==> src/rtl/gift_share_collect.sv <==
// gift_share_collect: two-stage share collection for a 3-share masked GIFT S-box.
// S1 registers the raw component-function terms and randomness as a glitch barrier.
// S2 compresses each triple of terms into one share and applies the refresh.
module gift_share_collect (
  input  logic        clk,
  input  logic        rst,
  input  logic        in_valid,
  output logic        in_ready,
  input  logic [35:0] terms,
  input  logic [7:0]  rnd,
  output logic        out_valid,
  input  logic        out_ready,
  output logic [3:0]  out_sh1,
  output logic [3:0]  out_sh2,
  output logic [3:0]  out_sh3,
  output logic [15:0] out_count
);

  localparam int NCOORD = 4;
  localparam int NTERM  = 9;

  logic [35:0] terms_p1;
  logic [7:0]  rnd_p1;
  logic        vld_p1;
  logic        vld_p2;
  logic [3:0]  sh1_p2;
  logic [3:0]  sh2_p2;
  logic [3:0]  sh3_p2;
  logic [15:0] count_q;
  logic        adv1;
  logic        adv2;
  logic [3:0]  u1;
  logic [3:0]  u2;
  logic [3:0]  u3;
  logic [3:0]  r0;
  logic [3:0]  r1;

  // XOR of the three consecutive terms starting at offset base, per coordinate.
  function automatic logic [3:0] triple_xor(input logic [35:0] t, input int base);
    logic [3:0] u;
    u = '0;
    for (int i = 0; i < NCOORD; i++) begin
      u[i] = t[NTERM*i + base] ^ t[NTERM*i + base + 1] ^ t[NTERM*i + base + 2];
    end
    return u;
  endfunction

  // Gather one refresh bit (odd=0 -> r0, odd=1 -> r1) for every coordinate.
  function automatic logic [3:0] rnd_pick(input logic [7:0] r, input int odd);
    logic [3:0] v;
    v = '0;
    for (int i = 0; i < NCOORD; i++) begin
      v[i] = r[2*i + odd];
    end
    return v;
  endfunction

  // A stage may advance when it is empty or its successor is moving.
  assign adv2     = !vld_p2 || out_ready;
  assign adv1     = !vld_p1 || adv2;
  assign in_ready = adv1;

  // ---- S1 / S2 boundary: terms are combined only from registered copies ----
  assign u1 = triple_xor(terms_p1, 0);
  assign u2 = triple_xor(terms_p1, 3);
  assign u3 = triple_xor(terms_p1, 6);
  assign r0 = rnd_pick(rnd_p1, 0);
  assign r1 = rnd_pick(rnd_p1, 1);

  // S1 data capture; left unreset since vld_p1 qualifies it.
  always_ff @(posedge clk) begin
    if (adv1) begin
      terms_p1 <= terms;
      rnd_p1   <= rnd;
    end
  end

  // S1 valid flag.
  always_ff @(posedge clk or posedge rst) begin
    if (rst) begin
      vld_p1 <= 1'b0;
    end else if (adv1) begin
      vld_p1 <= in_valid;
    end
  end

  // S2 loads refreshed shares as one snapshot of S1, so shares never mix sets.
  always_ff @(posedge clk or posedge rst) begin
    if (rst) begin
      vld_p2 <= 1'b0;
      sh1_p2 <= '0;
      sh2_p2 <= '0;
      sh3_p2 <= '0;
    end else if (adv2) begin
      vld_p2 <= vld_p1;
      sh1_p2 <= u1 ^ r0;
      sh2_p2 <= u2 ^ r1;
      sh3_p2 <= u3 ^ r0 ^ r1;
    end
  end

  // Output transfer counter, wraps naturally at 16 bits.
  always_ff @(posedge clk or posedge rst) begin
    if (rst) begin
      count_q <= '0;
    end else if (vld_p2 && out_ready) begin
      count_q <= count_q + 16'd1;
    end
  end

  // ---- S2 / output boundary: ports driven straight from registers ----
  assign out_valid = vld_p2;
  assign out_sh1   = sh1_p2;
  assign out_sh2   = sh2_p2;
  assign out_sh3   = sh3_p2;
  assign out_count = count_q;

endmodule

==> config.mk <==
export PLATFORM = sky130hd
export DESIGN_NAME = gift_share_collect
export DESIGN_NICKNAME = d
export VERILOG_FILES = /design/src/rtl/gift_share_collect.sv
export SDC_FILE = /design/constraint.sdc
export NUM_CORES = 1
export LEC_CHECK = 0
export BUFFER_PORTS_ARGS = -buffer_cell sky130_fd_sc_hd__buf_4
export CAP_MARGIN = 20
export CORE_MARGIN = 1
export CORE_UTILIZATION = 45
export CTS_BUF_LIST = sky130_fd_sc_hd__clkbuf_8
export DETAILED_ROUTE_END_ITERATION = 8
export HOLD_SLACK_MARGIN = 0.1
export PLACE_DENSITY = 0.77
export REMOVE_ABC_BUFFERS = 1
export SKIP_LAST_GASP = 1
export SLEW_MARGIN = 15
export SYNTH_ARGS = -nofsm -noshare
export SYNTH_HDL_FRONTEND = slang
export SYNTH_SLANG_ARGS = --single-unit
==> constraint.sdc <==
create_clock -name clk -period 6.7 [get_ports clk]
set_clock_uncertainty 0.2 [all_clocks]
set_input_delay 2.01 -clock clk [delete_from_list [all_inputs] [get_ports clk]]
set_output_delay 2.01 -clock clk [all_outputs]
set_load 0.05 [all_outputs]
==> metrics <==
count of hold-fix buffers inserted at cts=0; first-pass GRT wire length=7.23 mm; number of instances in the synthesized netlist=186; yosys warns=0; parity-gate share of the synthesized area counting xor and xnor cells=16.7%; area delta synth->final=31.4%; number of inserted diodes=0; kind of start point of the critical path=input port; post-route standard cell area excluding fillers=0.00378 sq mm; most used flip-flop cell after synthesis=edfxtp_1; synthesized-area fraction occupied by adder cells=0.435%; sequential fraction of design power=45.7%; cell total after placement=339; Site Rows=28; Least-Margin Pin Slew=0.671 ns; portion of the clock cycle consumed by the worst path in the final layout=76.1%; largest family of logic cells by synthesized area=XOR/XNOR gates; Fin Setup TNS=0 ns; type of the worst min-delay path=reg2reg; Max IR drop VDD=252 uV; effective utilization at floorplan=47.7%; CP arrival=2.89 ns; final number of hold-violating endpoints=0; number of maximum-capacitance violations=0; overall fraction of global-route tracks in use=15.1%; CTS tree=built; Die X=82.0 microns; Max Clk Rate=196 MHz; power density over the cells=348 mW/mm^2; critical path data required time=4.49 ns; number of DRC violations after detailed-routing iteration 0=84; average wire per standard cell=12.9 microns; number of sinks driven by the clock tree=74; CTS Root Cell=clkbuf_8; Max Buffers Root-to-Sink=2; routability cong.=0.694; number of standard cells in the layout, taps in and fillers out=355; ranking of synthesized cells by area=edfxtp_1 (46%), dfrtp_1 (26%), xnor2_1 (14%), xor2_1 (2.7%), nand2_1 (2.5%); port bufs=77; count of pins on the block boundary=78; switching part of the total=32.6%; number of gates resized after cts=0; largest net degree at the start of global routing=46; critical path class=in2out; post-route minimum period=5.10 ns; relative max-transition margin=55.2%; remaining design rule violation count=0; Post-CTS Setup Repair Bufs=0; EDFF count, synth=44; floorplan die area=0.00672 sq mm; Yosys reg bits=74; Cell Area, Synth=0.00288 sq mm; Detailed Routing Iterations Pass 1=4; part of the power in the clock network=27.3%; pins over their slew limit=0; overall routed net length=4.56 mm; share of the synthesized area in compound gates (AO/OA/AOI/OAI)=2.09%; clock slew seen by the registers of the worst setup and hold paths=0.07 ns; RSZ-0062 raised after global routing=false; Post-DP HPWL=3.22 mm; Die Ht=82.0 microns; number of H-tree levels=3; crit path max fanout=25; placeable core area=0.00603 sq mm; dpl cell area=0.00357 sq mm; synthesized-area fraction occupied by and/or/nand/nor cells=7.70%; Distinct cells, synth=22; nature of the critical path endpoint=output pin; asr flop ratio synth=40.5%; Avg Inst Size Synth=15.5 sq um; number of global-route vias before repair=1,621; top cell type by total area after synthesis=edfxtp_1; leakage=1.61 nW; combinational cell fraction of total power=27.0%; number of nets with antenna violations after detailed routing=0; detailed-route vias per instance=4.67; total net switching power=0.428 mW; mux contribution to synthesized area=0.391%; clock latency at the later pin of the worst-skew pair=0.33 ns; antenna violations before repair=0; Setup violations, final=0; portion of the post-synthesis area used by sequential elements=72.0%; number of buffers created by CTS=9; overall via count from detail_route=1,657; internal power summed over all cells=0.887 mW; aggregate global routing overflow=0; final net count=324; area share of the leading cell type in the synthesized netlist=45.9%; share of layout cells above drive strength 1=35.7%; result of the run=complete, no violations
[layout make-up]
class                      instances  area, sq um
inverter                           2         7.51
timing repair buffer              80          608
fill                             457         2240
clock buffer                       9          124
clock inverter                     7         86.3
tap                               75         93.8
multi-input combinational        108          790
sequential                        74         2070
[worst max-delay path, cell delays in order]
cell and delay (ns):
buf_4 0.13, and2b_1 0.18, buf_4 0.26, nand2_2 0.10
buf_4 0.20
[power by group through the flow]
stage | combinational, mW | clock, mW | sequential (mW)
floorplan | 0.104 | 0 | 0.747
global placement | 0.354 | 0 | 0.608
detailed placement | 0.360 | 0 | 0.611
CTS | 0.361 | 0.371 | 0.602
global route | 0.379 | 0.393 | 0.608
finish | 0.356 | 0.358 | 0.601
[stage by stage]
step / utilization [%] / hold WS [ns] / total power [mW] / setup WS (ns)
after detailed placement: 59.3 / 0.269 / 0.971 / 1.60
after global routing: 62.7 / 0.306 / 1.38 / 1.54
final: 62.7 / 0.271 / 1.31 / 1.60
after floorplan: - / 0.235 / 0.850 / 0.760
after CTS: 62.7 / 0.279 / 1.33 / 1.60
after global placement: 59.0 / 0.264 / 0.962 / 1.62
[kinds of logic after synthesis]
group | count (synthesis)
AOI/OAI and AO/OA | 12
xor gates and xnor gates | 55
adders and majority gates | 1
buffers and inverters | 4
DFF | 74
muxes | 1
and+or+nand+nor | 39
[cells in the mapped netlist (all sizes together), types with 3 or more instances]
library cell,number
nand2,19
nor2,3
nand4,3
dfrtp,30
edfxtp,44
nand3,4
o21ai,12
xor2,9
xnor2,46
[routing by layer]
layer / vias to the layer above / GRT usage (%) / share of wire (%)
li1: 814 / - / -
met1: 774 / 18.3 / 42
met2: 61 / 24.2 / 49
met3: 8 / 5.00 / 7.7
met4: 0 / 7.37 / 1.5
met5: - / 0 / 0
[cell usage in the layout (no fill, tap or decap), types with 3 or more instances in the layout]
cell / count
buf_4: 79
xnor2_1: 46
edfxtp_1: 44
dfrtp_1: 30
nand2_1: 18
o21ai_1: 12
xor2_1: 9
clkbuf_8: 9
inv_1: 3
nor2_1: 3
[state kept, by name (all words and copies together) (netlist names)]
name       cells
out_sh2        4
out_sh1        4
terms_p1      36
out_sh3        4
vld_p1         1
out_count     16
out_valid      1
rnd_p1         8
[path summary, 6_finish.rpt]
check	start	endpoint	slack, ns	cells after the start
setup reg to reg	out_valid$_DFFE_PP0P_	terms_p1[4]$_DFFE_PP_	4.71	4
max in group asynchronous	rst	out_count[14]$_DFFE_PP0P_	4.18	3
setup / recovery	out_ready	in_ready	1.60	5
min in group asynchronous	rst	out_sh2[3]$_DFFE_PP0P_	1.58	2
hold reg to reg	out_count[15]$_DFFE_PP0P_	out_count[15]$_DFFE_PP0P_	0.27	1
hold / removal	out_count[15]$_DFFE_PP0P_	out_count[15]$_DFFE_PP0P_	0.27	1
Power figures use the tool's default switching activity.
